--- src/rtl/nv_ram_rwsthp_fifo_ctl.sv ---
// nv_ram_rwsthp_fifo_ctl
// Valid/ready FIFO controller for an external 2-port RAM with registered
// read address and registered output (nv_ram_rwsthp_DxW family). Reading is
// a two-stage pipeline: stage A is the address held in the RAM, and stage B
// is the RAM output register, which also serves as the FIFO output register.
// Optional feature macro: NV_RAM_RWSTHP_FIFO_BYPASS_EN. When it is defined,
// a write into a completely empty pipeline goes straight into the RAM output
// register through the RAM bypass path.
module nv_ram_rwsthp_fifo_ctl #(
    parameter int DEPTH = 60,
    parameter int WIDTH = 84,
    parameter int AW    = 6
) (
    input  logic             clk,
    input  logic             rst,
    input  logic             wr_pvld,
    output logic             wr_prdy,
    input  logic [WIDTH-1:0] wr_pd,
    output logic             rd_pvld,
    input  logic             rd_prdy,
    output logic [WIDTH-1:0] rd_pd,
    output logic [5:0]       count,
    output logic [AW-1:0]    ram_wa,
    output logic             ram_we,
    output logic [WIDTH-1:0] ram_di,
    output logic [AW-1:0]    ram_ra,
    output logic             ram_re,
    output logic             ram_ore,
    output logic             ram_byp_sel,
    output logic [WIDTH-1:0] ram_dbyp,
    input  logic [WIDTH-1:0] ram_dout,
    input  logic [31:0]      pwrbus_ram_pd,
    output logic [31:0]      ram_pwrbus_ram_pd
);

    localparam logic [6:0]    DEPTH_C = 7'(DEPTH);
    localparam logic [AW-1:0] LAST_C  = AW'(DEPTH - 1);

    logic [AW-1:0] r_wr_ptr;
    logic [AW-1:0] r_rd_ptr;
    logic [6:0]    r_ram_cnt;
    logic [5:0]    r_count;
    logic          r_a_vld;
    logic          r_b_vld;

    logic          w_wr_prdy;
    logic          w_wr_acc;
    logic          w_byp;
    logic          w_we;
    logic          w_re;
    logic          w_ore;
    logic          w_pop;
    logic [6:0]    w_unread;
    logic [6:0]    w_ram_cnt_nxt;
    logic          w_b_vld_nxt;

    // Write side: accept while the RAM (including the stage-A slot) has room.
    assign w_wr_prdy = !rst && (r_ram_cnt != DEPTH_C);
    assign w_wr_acc  = wr_pvld && w_wr_prdy;

`ifdef NV_RAM_RWSTHP_FIFO_BYPASS_EN
    // Bypass only when nothing older sits in the RAM or stage A and the
    // output register is either empty or being popped this cycle.
    assign w_byp    = w_wr_acc && (r_ram_cnt == 7'd0) && !(r_b_vld && !rd_prdy);
    assign ram_dbyp = wr_pd;
`else
    assign w_byp    = 1'b0;
    assign ram_dbyp = '0;
`endif

    // Read pipeline control: stage B loads from stage A (or the bypass), and
    // stage A refills whenever it is empty or moving forward.
    assign w_unread = r_ram_cnt - {6'd0, r_a_vld};
    assign w_ore    = !rst && ((r_a_vld && (!r_b_vld || rd_prdy)) || w_byp);
    assign w_re     = !rst && (w_unread != 7'd0) && (!r_a_vld || w_ore);
    assign w_we     = w_wr_acc && !w_byp;
    assign w_pop    = r_b_vld && rd_prdy;

    assign w_ram_cnt_nxt = r_ram_cnt + {6'd0, w_we} - {6'd0, (w_ore && !w_byp)};
    assign w_b_vld_nxt   = w_ore ? 1'b1 : (w_pop ? 1'b0 : r_b_vld);

    // Write and read pointers, each wrapping at DEPTH-1 for non-power-of-2 depths.
    always_ff @(posedge clk or posedge rst) begin
        if (rst) begin
            r_wr_ptr <= '0;
            r_rd_ptr <= '0;
        end else begin
            if (w_we) begin
                r_wr_ptr <= (r_wr_ptr == LAST_C) ? '0 : r_wr_ptr + 1'b1;
            end
            if (w_re) begin
                r_rd_ptr <= (r_rd_ptr == LAST_C) ? '0 : r_rd_ptr + 1'b1;
            end
        end
    end

    // Stage valid flags; a new capture into stage A wins over its departure.
    always_ff @(posedge clk or posedge rst) begin
        if (rst) begin
            r_a_vld <= 1'b0;
            r_b_vld <= 1'b0;
        end else begin
            if (w_re) begin
                r_a_vld <= 1'b1;
            end else if (w_ore) begin
                r_a_vld <= 1'b0;
            end
            r_b_vld <= w_b_vld_nxt;
        end
    end

    // Occupancy: RAM-side count plus a registered total including stage B.
    always_ff @(posedge clk or posedge rst) begin
        if (rst) begin
            r_ram_cnt <= '0;
            r_count   <= '0;
        end else begin
            r_ram_cnt <= w_ram_cnt_nxt;
            r_count   <= w_ram_cnt_nxt[5:0] + {5'd0, w_b_vld_nxt};
        end
    end

    assign wr_prdy           = w_wr_prdy;
    assign rd_pvld           = r_b_vld;
    assign rd_pd             = ram_dout;
    assign count             = r_count;
    assign ram_wa            = r_wr_ptr;
    assign ram_we            = w_we;
    assign ram_di            = wr_pd;
    assign ram_ra            = r_rd_ptr;
    assign ram_re            = w_re;
    assign ram_ore           = w_ore;
    assign ram_byp_sel       = w_byp;
    assign ram_pwrbus_ram_pd = pwrbus_ram_pd;

endmodule

--- config.mk ---
export PLATFORM = sky130hd
export DESIGN_NAME = nv_ram_rwsthp_fifo_ctl
export DESIGN_NICKNAME = d
export VERILOG_FILES = /design/src/rtl/nv_ram_rwsthp_fifo_ctl.sv
export SDC_FILE = /design/constraint.sdc
export NUM_CORES = 1
export LEC_CHECK = 0
export ABC_AREA = 1
export BUFFER_PORTS_ARGS = -buffer_cell sky130_fd_sc_hd__buf_2
export CAP_MARGIN = 20
export CORE_AREA = 5 5 197 199
export CTS_CLUSTER_SIZE = 25
export DETAILED_ROUTE_END_ITERATION = 12
export DIE_AREA = 0 0 202 204
export MAX_ROUTING_LAYER = met4
export PLACE_DENSITY = 0.45
export SYNTH_ARGS = -nofsm -noshare
export SYNTH_HDL_FRONTEND = slang
export SYNTH_SLANG_ARGS = --single-unit
--- constraint.sdc ---
create_clock -name clk -period 3.14 [get_ports clk]
set_input_delay 0.314 -clock clk [delete_from_list [all_inputs] [get_ports clk]]
set_output_delay 0.314 -clock clk [all_outputs]
set_load 0.05 [all_outputs]
==> out/results.txt <==
Final HPWL DP - 9180 microns
PostCTS Resize Cnt - 0
Proportion of layout cells with a drive suffix above 1 - 15.6%
Core Region - 37000 sq um
Vias in the first global route - 1816
Area of the multi-input gates - 1280 sq um
Power per cell area - 1020 nW/um^2
RSZ-0062 raised after global routing - no
Status - finished clean
Slew headroom - 50.3%
Post-CTS Setup Inserts - 0
Tot GR Track Use - 4.76%
Clk_skew - 3.60 ps
DR WL/cell - 13.3 microns
Largest net degree at the start of global routing - 36
Row count - 71
Critical Path Start Type - flip-flop
Part of the power in combinational logic - 65.9%
Setup violators final - 0
Synth Area in Compound Gates - 2.44%
Synth top area cells - buf_4 (55%), dfrtp_1 (17%), ha_1 (6.4%)
Max FO, Critical Path - 8
Setup TNS - 0 ps
Htree depth - 1
Seq/Total Area, Yosys - 17.4%
Switch Pwr - 1.72 mW
Clk network pwr share - 11.3%
NumNets Final - 546
IO Port Bufs - 26
Area Growth Syn to Fin - -25.6%
Post-route cell area - 2890 sq um
Crit. End Element - output pin
Worst Hold Class - input port to asynchronous set/reset pin
Syn avg cell area - 7.95 sq um
Cells after DPL - 790
Placed inst area - 2810 sq um
DRT iter0 DRCs - 64
Via/cell ratio - 2.42
Hold buffers post-CTS - 0
CP dominant cell by count - inv_1
Worst skew pair latency - 280 ps
Routability congestion estimate - 0.768
Yosys top cell by area - buf_4
Final min period - 2540 ps
Fin cells - 794
Final Power - 2.95 mW
Synth Register Bits - 27
Synth Area in Simple Gates - 11.9%
Clock root cell - clkbuf_16
Initial Util - 10.5%
Cell Chain, Critical Path - inv_1 -> ha_1 -> inv_1 -> a21boi_1 -> nand3_1 -> nand2_1 -> nor2_4 -> nand2_4 -> nand3_4 -> inv_1 -> buf_2
Clock sinks - 27
WHS - 189 ps
Fmax - 0.393 GHz
Die height - 204 microns
VDD IR-drop max - 0.369 mV
WP data required - 2830 ps
Worst slew pin tran - 741 ps
Clock Path Buffers - 2
DRC Markers - 0
Grt ovf - 0
Total number of vias - 1920
Final hold vios - 0
Register area - 676 sq um
Slowest cell delay on critical path - 420 ps
Reg power frac - 22.8%
Area of the die - 41200 sq um
Final period util - 81.0%
Top-Level Pins - 512
P_leak - 1.37 nW
Int Power - 1.23 mW
TritonCTS clock tree - built
Worst path slowest cell - dfrtp_1
Largest family of logic cells by synthesized area - buffers and inverters
Post-Synthesis Cells - 489
Worst-path clk slew - 80 ps
Max cap viols - 0
Multiplexer area fraction after synthesis - 0%
CTS buffer count - 3
# diodes - 0
CP arrival - 2230 ps
Fill cells - 4321
Switching share of total power - 58.3%
Drt total wl - 10600 microns
Crit path kind - flip-flop to output pin
First-pass DRT Iterations - 4
Count of cell types in the netlist - 30
Syn Std Cell Area - 3890 sq um
Ys Warns - 0
First-pass GRT wire length - 13400 microns
DRT antenna net count - 0
Die X - 202 microns
Antenna violations before repair - 0
Top cell type's share of synthesized area - 55.0%
Post-synthesis adder-cell area fraction - 6.95%
Final Slew Violations - 0
XOR/XNOR Fraction of Synth Area - 3.31%
## cells in the mapped netlist
library cell	n
or2_2	1
a31oi_1	1
nand2_1	42
o211ai_1	1
xnor2_1	3
o22ai_1	1
nand4_1	11
o21ai_0	1
nor2_4	2
a21oi_1	10
nand2_4	1
nand3_2	3
fa_1	1
inv_1	25
o21ai_1	1
a21boi_1	1
xor2_1	8
ha_1	20
nand3_4	1
buf_4	285
xor2_2	2
o21a_1	1
nor2_2	1
nor2_1	18
nand3_1	13
conb_1	1
nor3_1	1
inv_2	5
nand2_2	1
dfrtp_1	27
## routing by layer
metal,global-route usage (%),wire [microns],vias up
met5,-,0,-
met4,4.32,956,0
met3,4.81,2420,96
met2,6.55,4360,236
met1,3.47,2820,782
li1,-,-,806
## power groups by stage
stage                     clock network (mW)  logic [mW]  registers (mW)
after floorplan                            0        1.97            1.01
after global placement                     0        2.00           0.688
after detailed placement                   0        1.98           0.688
after CTS                              0.349        1.98           0.684
after global routing                   0.362        2.14           0.702
final                                  0.335        1.94           0.671
## registers in the layout (all words and copies together), names as in the netlist
register	count
r_ram_cnt	7
count	6
ram_wa	6
r_a_vld	1
rd_pvld	1
ram_ra	6
## worst paths after layout
check | from | end | slack [ps] | cells after the start
min in group clk | rd_prdy | rd_pvld | 260 | 2
worst max-delay path | r_ram_cnt[2] | ram_re | 600 | 11
worst max register to register | r_ram_cnt[5] | count[5] | 700 | 13
worst min register to register | ram_wa[1] | ram_wa[1] | 560 | 2
max in group asynchronous | rst | ram_ra[0] | 2610 | 3
worst min-delay path | rst | ram_wa[1] | 190 | 3
## kinds of logic (layout without fill, tap and decap cells)
logic type	Yosys count	after routing
flip-flops	27	27
adder cells (fa/ha/maj)	21	21
XOR/XNOR	13	13
AND/OR/NAND/NOR	95	95
AO/OA/AOI/OAI	17	17
buffers and inverters	315	62
other	1	85
## cells in the final DEF, fill, tap and decap left out, types with 2 or more instances in the layout
cell       Yosys  routed
nand2_1       42      42
a21oi_1       10      10
clkbuf_16      0       3
nor2_4         2       2
nand3_2        3       3
nand4_1       11      11
xor2_2         2       2
nand3_1       13      13
buf_2          0      26
dfrtp_1       27      27
xnor2_1        3       3
inv_1         25      25
nor2_1        18      18
xor2_1         8       8
conb_1         1      85
inv_2          5       5
buf_4        285       2
ha_1          20      20
## critical path: cells and delay by family, from the launching register on
kind            cells  cell delay, ps
compound gates      1             160
fa+ha+maj           1             220
buf+inv             4             630
flops               1             420
simple gates        5             520
## cell type report
type | count | area share (%)
multi-input combinational | 231 | 44.3
sequential | 27 | 23.4
tap | 474 | 20.5
timing repair buffer | 28 | 5.02
inverter | 30 | 3.89
clock buffer | 3 | 2.60
clock inverter | 1 | 0.303
## per-stage QoR
stage | utilization (%) | setup slack, ps
global route | 7.81 | 394
finish | 7.81 | 595
floorplan | - | 189
CTS | 7.81 | 550
detailed placement | 7.58 | 691
global placement | 7.58 | 742
No activity file was read; power rests on OpenSTA's default activity.
